## src/rtl/shift_reg_ctrl.sv

```systemverilog
// -----------------------------------------------------------------------------
// shift_reg_ctrl
//
// Sequencer that loads a parallel word into an external WIDTH-bit shift
// register one bit at a time, at a programmable bit rate, and then returns the
// shift register contents on a valid/ready output handshake. This block is
// the only driver of the shift register's data_in, shift_en and direction
// pins.
//
// Optional feature (compile-time macro SHIFT_REG_CTRL_CHECK_EN):
//   When defined, the value captured from the shift register is compared with
//   the word that was loaded, and err reports a mismatch. When undefined, err
//   is tied low and no comparator exists.
//
// Parameters:
//   WIDTH  shift register / word width (minimum 2)
//   DIV_W  width of the bit-rate divider
//
// Ports:
//   clk           clock
//   rst_n         asynchronous reset, active-low
//   s_valid       input word valid
//   s_ready       input word accepted when s_valid & s_ready (combinational)
//   s_data        word to shift in
//   s_msb_first   1: MSB first, shift left; 0: LSB first, shift right
//   clk_div       idle cycles between shift pulses, sampled at accept
//   abort         synchronous abort, highest priority
//   sr_data_in    serial bit to the shift register
//   sr_shift_en   one-cycle shift strobe to the shift register
//   sr_direction  shift direction to the shift register (1 = left)
//   sr_data_out   parallel contents from the shift register
//   m_valid       result valid
//   m_ready       result consumed when m_valid & m_ready
//   m_data        captured shift register contents
//   busy          sequencer is not idle
//   err           capture mismatch flag (optional feature, else 0)
// -----------------------------------------------------------------------------
module shift_reg_ctrl #(
    parameter int WIDTH = 10,
    parameter int DIV_W = 8
) (
    input  logic             clk,
    input  logic             rst_n,
    input  logic             s_valid,
    output logic             s_ready,
    input  logic [WIDTH-1:0] s_data,
    input  logic             s_msb_first,
    input  logic [DIV_W-1:0] clk_div,
    input  logic             abort,
    output logic             sr_data_in,
    output logic             sr_shift_en,
    output logic             sr_direction,
    input  logic [WIDTH-1:0] sr_data_out,
    output logic             m_valid,
    input  logic             m_ready,
    output logic [WIDTH-1:0] m_data,
    output logic             busy,
    output logic             err
);

    // Bit counter must be able to hold WIDTH: it reaches WIDTH during the
    // cycle in which the final shift pulse is on the wire.
    localparam int CW = $clog2(WIDTH + 1);
    localparam logic [CW-1:0] CNT_FULL = CW'(WIDTH);

    typedef enum logic [1:0] {
        IDLE  = 2'd0,
        SHIFT = 2'd1,
        CAPT  = 2'd2,
        DONE  = 2'd3
    } state_t;

    state_t           state_reg,      state_next;
    logic [WIDTH-1:0] word_reg,       word_next;
    logic             msb_first_reg,  msb_first_next;
    logic [DIV_W-1:0] div_reload_reg, div_reload_next;
    logic [DIV_W-1:0] div_cnt_reg,    div_cnt_next;
    logic [CW-1:0]    bit_cnt_reg,    bit_cnt_next;

    logic             sr_data_in_reg,   sr_data_in_next;
    logic             sr_shift_en_reg,  sr_shift_en_next;
    logic             sr_direction_reg, sr_direction_next;
    logic             m_valid_reg,      m_valid_next;
    logic [WIDTH-1:0] m_data_reg,       m_data_next;
    logic             busy_reg,         busy_next;

    // -------------------------------------------------------------------------
    // Serial bit selection.
    // MSB-first feeding reads the word from the top down. Rather than compute
    // WIDTH-1-bit_cnt at run time, a bit-reversed view of the word is wired up
    // so both orders are a plain index by bit_cnt.
    // -------------------------------------------------------------------------
    logic [WIDTH-1:0] word_rev;
    logic             feed_bit;

    generate
        for (genvar gi = 0; gi < WIDTH; gi++) begin : g_rev
            assign word_rev[gi] = word_reg[WIDTH-1-gi];
        end
    endgenerate

    // Only consumed while bit_cnt_reg < WIDTH.
    assign feed_bit = msb_first_reg ? word_rev[bit_cnt_reg] : word_reg[bit_cnt_reg];

    // -------------------------------------------------------------------------
    // Optional capture check
    // -------------------------------------------------------------------------
`ifdef SHIFT_REG_CTRL_CHECK_EN
    logic err_reg, err_next;
    assign err = err_reg;
`else
    assign err = 1'b0;
`endif

    // -------------------------------------------------------------------------
    // Outputs
    // -------------------------------------------------------------------------
    assign s_ready      = (state_reg == IDLE) && !abort;
    assign sr_data_in   = sr_data_in_reg;
    assign sr_shift_en  = sr_shift_en_reg;
    assign sr_direction = sr_direction_reg;
    assign m_valid      = m_valid_reg;
    assign m_data       = m_data_reg;
    assign busy         = busy_reg;

    // -------------------------------------------------------------------------
    // State and output registers
    // -------------------------------------------------------------------------
    always_ff @(posedge clk or negedge rst_n) begin
        if (!rst_n) begin
            state_reg        <= IDLE;
            word_reg         <= '0;
            msb_first_reg    <= 1'b0;
            div_reload_reg   <= '0;
            div_cnt_reg      <= '0;
            bit_cnt_reg      <= '0;
            sr_data_in_reg   <= 1'b0;
            sr_shift_en_reg  <= 1'b0;
            sr_direction_reg <= 1'b0;
            m_valid_reg      <= 1'b0;
            m_data_reg       <= '0;
            busy_reg         <= 1'b0;
        end else begin
            state_reg        <= state_next;
            word_reg         <= word_next;
            msb_first_reg    <= msb_first_next;
            div_reload_reg   <= div_reload_next;
            div_cnt_reg      <= div_cnt_next;
            bit_cnt_reg      <= bit_cnt_next;
            sr_data_in_reg   <= sr_data_in_next;
            sr_shift_en_reg  <= sr_shift_en_next;
            sr_direction_reg <= sr_direction_next;
            m_valid_reg      <= m_valid_next;
            m_data_reg       <= m_data_next;
            busy_reg         <= busy_next;
        end
    end

`ifdef SHIFT_REG_CTRL_CHECK_EN
    always_ff @(posedge clk or negedge rst_n) begin
        if (!rst_n) begin
            err_reg <= 1'b0;
        end else begin
            err_reg <= err_next;
        end
    end
`endif

    // -------------------------------------------------------------------------
    // Next-state and next-output logic
    // -------------------------------------------------------------------------
    always_comb begin
        state_next        = state_reg;
        word_next         = word_reg;
        msb_first_next    = msb_first_reg;
        div_reload_next   = div_reload_reg;
        div_cnt_next      = div_cnt_reg;
        bit_cnt_next      = bit_cnt_reg;
        sr_data_in_next   = sr_data_in_reg;
        sr_shift_en_next  = 1'b0;
        sr_direction_next = sr_direction_reg;
        m_valid_next      = m_valid_reg;
        m_data_next       = m_data_reg;
`ifdef SHIFT_REG_CTRL_CHECK_EN
        err_next          = err_reg;
`endif

        unique case (state_reg)
            IDLE: begin
                if (s_valid && !abort) begin
                    word_next         = s_data;
                    msb_first_next    = s_msb_first;
                    div_reload_next   = clk_div;
                    div_cnt_next      = clk_div;
                    bit_cnt_next      = '0;
                    sr_direction_next = s_msb_first;
                    state_next        = SHIFT;
                end
            end

            SHIFT: begin
                if (bit_cnt_reg == CNT_FULL) begin
                    // The last pulse is on the wire this cycle; the shift
                    // register takes it on the coming edge, so its contents
                    // are final one cycle later, which is when CAPT samples.
                    state_next = CAPT;
                end else if (div_cnt_reg == '0) begin
                    sr_shift_en_next = 1'b1;
                    sr_data_in_next  = feed_bit;
                    div_cnt_next     = div_reload_reg;
                    bit_cnt_next     = bit_cnt_reg + 1'b1;
                end else begin
                    div_cnt_next = div_cnt_reg - 1'b1;
                end
            end

            CAPT: begin
                m_data_next  = sr_data_out;
                m_valid_next = 1'b1;
`ifdef SHIFT_REG_CTRL_CHECK_EN
                err_next     = (sr_data_out != word_reg);
`endif
                state_next   = DONE;
            end

            DONE: begin
                if (m_ready) begin
                    m_valid_next = 1'b0;
                    state_next   = IDLE;
                end
            end

            default: begin
                state_next = IDLE;
            end
        endcase

        // Abort wins over everything. m_data, err, sr_data_in and
        // sr_direction are deliberately left alone.
        if (abort) begin
            state_next       = IDLE;
            sr_shift_en_next = 1'b0;
            m_valid_next     = 1'b0;
            bit_cnt_next     = '0;
        end

        busy_next = (state_next != IDLE);
    end

endmodule

```

## config.mk

```make
export PLATFORM = sky130hd
export DESIGN_NAME = shift_reg_ctrl
export DESIGN_NICKNAME = d
export VERILOG_FILES = /design/src/rtl/shift_reg_ctrl.sv
export SDC_FILE = /design/constraint.sdc
export NUM_CORES = 1
export LEC_CHECK = 0
export BUFFER_PORTS_ARGS = -buffer_cell sky130_fd_sc_hd__buf_2
export CAP_MARGIN = 0
export CORE_ASPECT_RATIO = 0.5
export CORE_MARGIN = 2
export CORE_UTILIZATION = 40
export DETAILED_ROUTE_END_ITERATION = 12
export PLACE_DENSITY = 0.6
export SLEW_MARGIN = 5
export SYNTH_ARGS = -nofsm -noshare
export SYNTH_HDL_FRONTEND = slang
export SYNTH_SLANG_ARGS = --single-unit
```

## constraint.sdc

```tcl
create_clock -name clk -period 3.15 [get_ports clk]
set_clock_uncertainty 0.2 [all_clocks]
set_input_delay 0.63 -clock clk [delete_from_list [all_inputs] [get_ports clk]]
set_output_delay 0.63 -clock clk [all_outputs]
set_load 0.02 [all_outputs]
```

# Yosys cells after proc, flatten, opt, wreduce, memory -nomap -nowiden
# Index checks and enable logic that the tools add are counted.
dict set report op_classes {
  n_addsub 2
  mul 0
  div_mod_pow 0
  n_lt_le_gt_ge 1
  n_eq_ne 10
  shifts 0
  muxes 26
  bitwise_logic 1
  n_reduce_logical 14
}
# cell count
set ops {}
lappend ops {{$mux W8} 3}
lappend ops {{$mux W4} 4}
lappend ops {{$pmux W8 S2} 1}
lappend ops {{$mux W1} 9}
lappend ops {{$ne A3 B3 Y1 const B} 3}
lappend ops {{$bmux W1 S4} 2}
lappend ops {{$logic_not A8 Y1} 1}
lappend ops {{$mux W2} 4}
lappend ops {{$pmux W2 S4} 1}
lappend ops {{$pmux W4 S2} 1}
lappend ops {{$sub A8 B1 Y8 const B} 1}
lappend ops {{$reduce_and A3 Y1} 2}
lappend ops {{$reduce_bool A3 Y1} 2}
lappend ops {{$lt A4 B5 Y1 const B} 1}
lappend ops {{$add A4 B1 Y4 const B} 1}
lappend ops {{$eq A2 B2 Y1 const B} 2}
lappend ops {{$eq A4 B4 Y1 const B} 1}
lappend ops {{$reduce_and A2 Y1} 2}
lappend ops {{$reduce_and A4 Y1} 1}
lappend ops {{$reduce_bool A2 Y1} 2}
lappend ops {{$ne A3 B2 Y1 const B} 1}
lappend ops {{$eq A2 B1 Y1 const B} 1}
lappend ops {{$logic_and A1 B1 Y1} 2}
lappend ops {{$logic_not A2 Y1} 1}
lappend ops {{5 further kinds} 5}
dict set report totals {
  reg_bits 47
  latch_bits 0
  mem_bits_rw 0
  mem_bits_ro 0
  in_bits 34
  out_inout_bits 17
  word_cells 65
  memories 0
}

# Longest topological paths before layout
dict set report logic_depth {
  word_depth 6
  depth_mapped 7
  ltp_nobuf 6
}

# Worst setup path before layout
# OpenSTA, ideal clock, no wires.
dict set report synth_path {
  path_type {flip-flop to flip-flop}
  from {register div_cnt_reg[0]}
  to {register bit_cnt_reg[1]}
  setup_time_ps 78
  arrival_time_ps 2168
  required_ps 2872
  slack_ps 704
  stages_incl_launch_ff 8
  n_path_buf 1
  period_less_slack_ps 2446
  cell_sequence {dfrtp_1 inv_1 ha_1 or3b_2 buf_2 o41a_1 or4_1 a21oi_1}
}
dict set report synth_via {
  elab_chain_len 3
}
# item line_no
set synth_rtl {}
lappend synth_rtl {{start, declared} 77} ;# logic [DIV_W-1:0] div_cnt_reg, div_cnt_next;
lappend synth_rtl {{start signal, assigned} 148} ;# div_cnt_reg <= div_cnt_next;
lappend synth_rtl {{$logic_not A8 Y1} 207} ;# end else if (div_cnt_reg == '0) begin
lappend synth_rtl {{$ne A3 B3 Y1 (no line)} --}
lappend synth_rtl {{$reduce_and A4 Y1 (no line)} --}
lappend synth_rtl {{end signal, assigned} 149} ;# bit_cnt_reg <= bit_cnt_next;
lappend synth_rtl {{end, declared} 78} ;# logic [CW-1:0] bit_cnt_reg, bit_cnt_next;
# No other way between the ends.
# A chain may end at the register's enable or synchronous reset.

# Worst setup path in the final report
# Same ends and word-level chain as after synthesis.

==> out/qor.yml <==
critical_path:
  path_class: "reg2reg"
  rrSetupSlack_ps: 540
  worst_setup_path_end_kind: "flip-flop"
  start_kind: "flip-flop"
  reg2reg_from: "div_cnt_reg[0]"
  r2r-end: "bit_cnt_reg[1]"
  worst_r2r_path_depth: 6
  worstPathRequired_ps: 3170
  cp_data_arrival_time_ps: 2630
  crit_path_max_fanout: 8
route:
  ant_nets: 0
  vias_per_cell: 5.40
  drcViolationCount: 0
  wirelength_mm: 5.25
  dr.first_iter.drc_count: 84
  num_vias: 1902
  drt-wirelength-per-cell_um: 14.9
  first_pass_iters: 4
logic_synthesis:
  avgSynthCellArea_um2: 10.7
  synthSimpleGateAreaFrac_pct: 12.9
  syn_nets: 266
  syn_inst: 228
  synth_top_family_by_area: "multiplexers"
  synth_top_area_share_pct: 48.3
  synthAdderAreaFrac_pct: 2.06
  syn-cell-area_um2: 2430
  ys_top_cells_by_area: "dfrtp_1 48%, mux2_2 12%, o21ai_0 3.7%, mux2i_1 3.3%, a21oi_1 3.1%"
  synthXorXnorAreaFrac_pct: 0.719
  synth_warnings: 0
  yosysSeqAreaShare_pct: 48.3
  yosys.cell_types.count: 45
  synth.mux.area_fraction_pct: 17.6
  synth-async-reset-ratio_pct: 100
  synth_seq_cells: 47
  synth_compound_area_share_pct: 14.3
  synth_edf_count: 0
  ys.flop_type: "dfrtp_1"
  yosys.area.top_type: "dfrtp_1"
power_and_ir_drop:
  vdd_drop_max_uv: 298
  power_density_nw_per_um2: 592
  p_leak_nw: 1.25
  p_clk_share_pct: 35.7
  comb_power_share_pct: 19.2
  p_switching_uw: 481
  finalPower_mw: 1.74
  intPower_mw: 1.26
  sequentialPowerShare_pct: 45.1
  p_sw_share_pct: 27.7
global_route:
  grt_pass1_vias: 1903
  grt_pass1_wl_mm: 8.83
  grt_overflow: 0
  track_usage_pct: 16.9
  antenna_found_initial: 0
  grt_max_degree: 25
floorplanning:
  num_rows: 20
  core_area_um2: 5980
  initial_core_util_pct: 40.7
  io_pins: 51
  die_area_um2: 6770
  die-width_um: 114
  die_h_um: 59.2
placed_design:
  placed_cells: 344
  dpl_cell_area_um2: 2760
  gp_congestion: 0.891
  place.port_buffers: 49
  pre_cts_slack_ps: 572
  detailed_place_hpwl_mm: 3.75
cells_and_area:
  areaGrowthSynthToFinish_pct: 20.5
  final_util_pct: 49.0
  stdcell_area_um2: 2930
  stdcell_count: 352
  post_route_cells_drive_above_1_share_pct: 35.3
  num-nets-final: 312
  n_antenna_cell: 0
  num-fill-cells: 536
run:
  max_cap_viol_count: 0
timing:
  fmax_mhz: 383
  slew_headroom_pct: 57.3
  rsz0062_at_grt: "no"
  setup_viol: 0
  worst_pin_slew_ps: 641
  worst_hold_slack_ps: 102
  setup_ws_ps: 540
  min_period_ps: 2610
  fin_tns_setup_ps: 0
  finalHoldViolations: 0
  finalCritPeriodShare_pct: 82.9
  finalMaxSlewViolations: 0
clocking:
  clock-root-buffer: "clkbuf_16"
  cts_resized: 0
  post_cts_buffers: 0
  clock_sinks: 47
  path_clk_slew_ps: 60
  clk_latency_ps: 290
  htreeDepth: 2
  cts_buffers: 5
  cts_tree: "built"
  hold_buffers: 0
  clockBufferDepth: 2
outcome:
  status: "finished, final reports clean"
hold_path:
  hp-class: "in2async"
## cell type report
type | count | area (um2) | share of cell area (%)
clock inverter | 2 | 35.0 | 1.19
multi-input combinational | 158 | 1170 | 39.9
clock buffer | 6 | 139 | 4.74
tap | 77 | 96.3 | 3.28
timing repair buffer | 55 | 290 | 9.90
inverter | 7 | 26.3 | 0.896
sequential | 47 | 1180 | 40.1
## placed cells by master (no fill, tap or decap), types with 7 or more instances in the layout
master / instances
nor3_1: 7
inv_1: 7
nand2_1: 18
a21oi_1: 15
mux2i_1: 8
mux2_2: 27
dfrtp_1: 47
o21ai_0: 18
buf_2: 49
## worst max-delay path: stages (launching register included)
cell and delay (ps):
dfrtp_1 420, inv_1 140, ha_1 250, or3b_2 570, o41a_1 400, or4_1 410, a21oi_1 150
## routing by layer
layer / GRT usage, % / routed length (um) / share of wire, % / vias to the layer above
met5: 0 / 0 / 0 / -
met3: 4.70 / 228 / 4.3 / 9
met1: 21.7 / 2500 / 48 / 926
met2: 27.6 / 2440 / 46 / 36
li1: - / - / - / 931
met4: 6.79 / 82 / 1.6 / 0
## power by group through the flow
| stage | clock (mW) | sequential [mW] | combinational [mW] |
|---|---|---|---|
| after floorplan | 0 | 0.787 | 0.225 |
| after global placement | 0 | 0.791 | 0.331 |
| after detailed placement | 0 | 0.794 | 0.338 |
| after CTS | 0.636 | 0.783 | 0.339 |
| after global routing | 0.663 | 0.799 | 0.373 |
| final | 0.620 | 0.783 | 0.334 |
## worst max path at each step
| stage | slack, ps | end | start |
|---|---|---|---|
| final | 540 | bit_cnt_reg[1] | div_cnt_reg[0] |
| after global routing | 460 | bit_cnt_reg[1] | div_cnt_reg[0] |
| after CTS | 560 | bit_cnt_reg[1] | div_cnt_reg[0] |
| after detailed placement | 570 | bit_cnt_reg[1] | div_cnt_reg[0] |
| after global placement | 650 | bit_cnt_reg[1] | div_cnt_reg[0] |
| after floorplan | 700 | bit_cnt_reg[1] | div_cnt_reg[0] |
## logic make-up (layout without fill, tap and decap cells)
logic type	Yosys count	after routing
and+or+nand+nor	58	58
AOI/OAI and AO/OA	56	56
DFF	47	47
muxes	37	37
buffers and inverters	23	70
adders and majority gates	4	4
xor gates and xnor gates	2	2
other	1	1
## synthesized netlist by cell type (2+ instances only)
cell type and number:
nand3b_1 2, a22oi_1 2, o21ai_0 18, or4_1 3, a211oi_1 2, dfrtp_1 47, a21oi_1 15, mux2i_1 8
nor4_1 2, mux4_2 2, nand3_1 2, clkbuf_1 11, a31oi_1 5, nand4_1 2, nor2b_1 4, or3_1 2
nand2b_1 2, ha_1 4, xnor2_1 2, nand2_1 18, nor4b_1 3, inv_1 7, or3b_2 2, mux2_2 27
buf_2 4, o211ai_1 2, nor3_1 7, nor2_1 6
(Power assumes the default switching activity.)
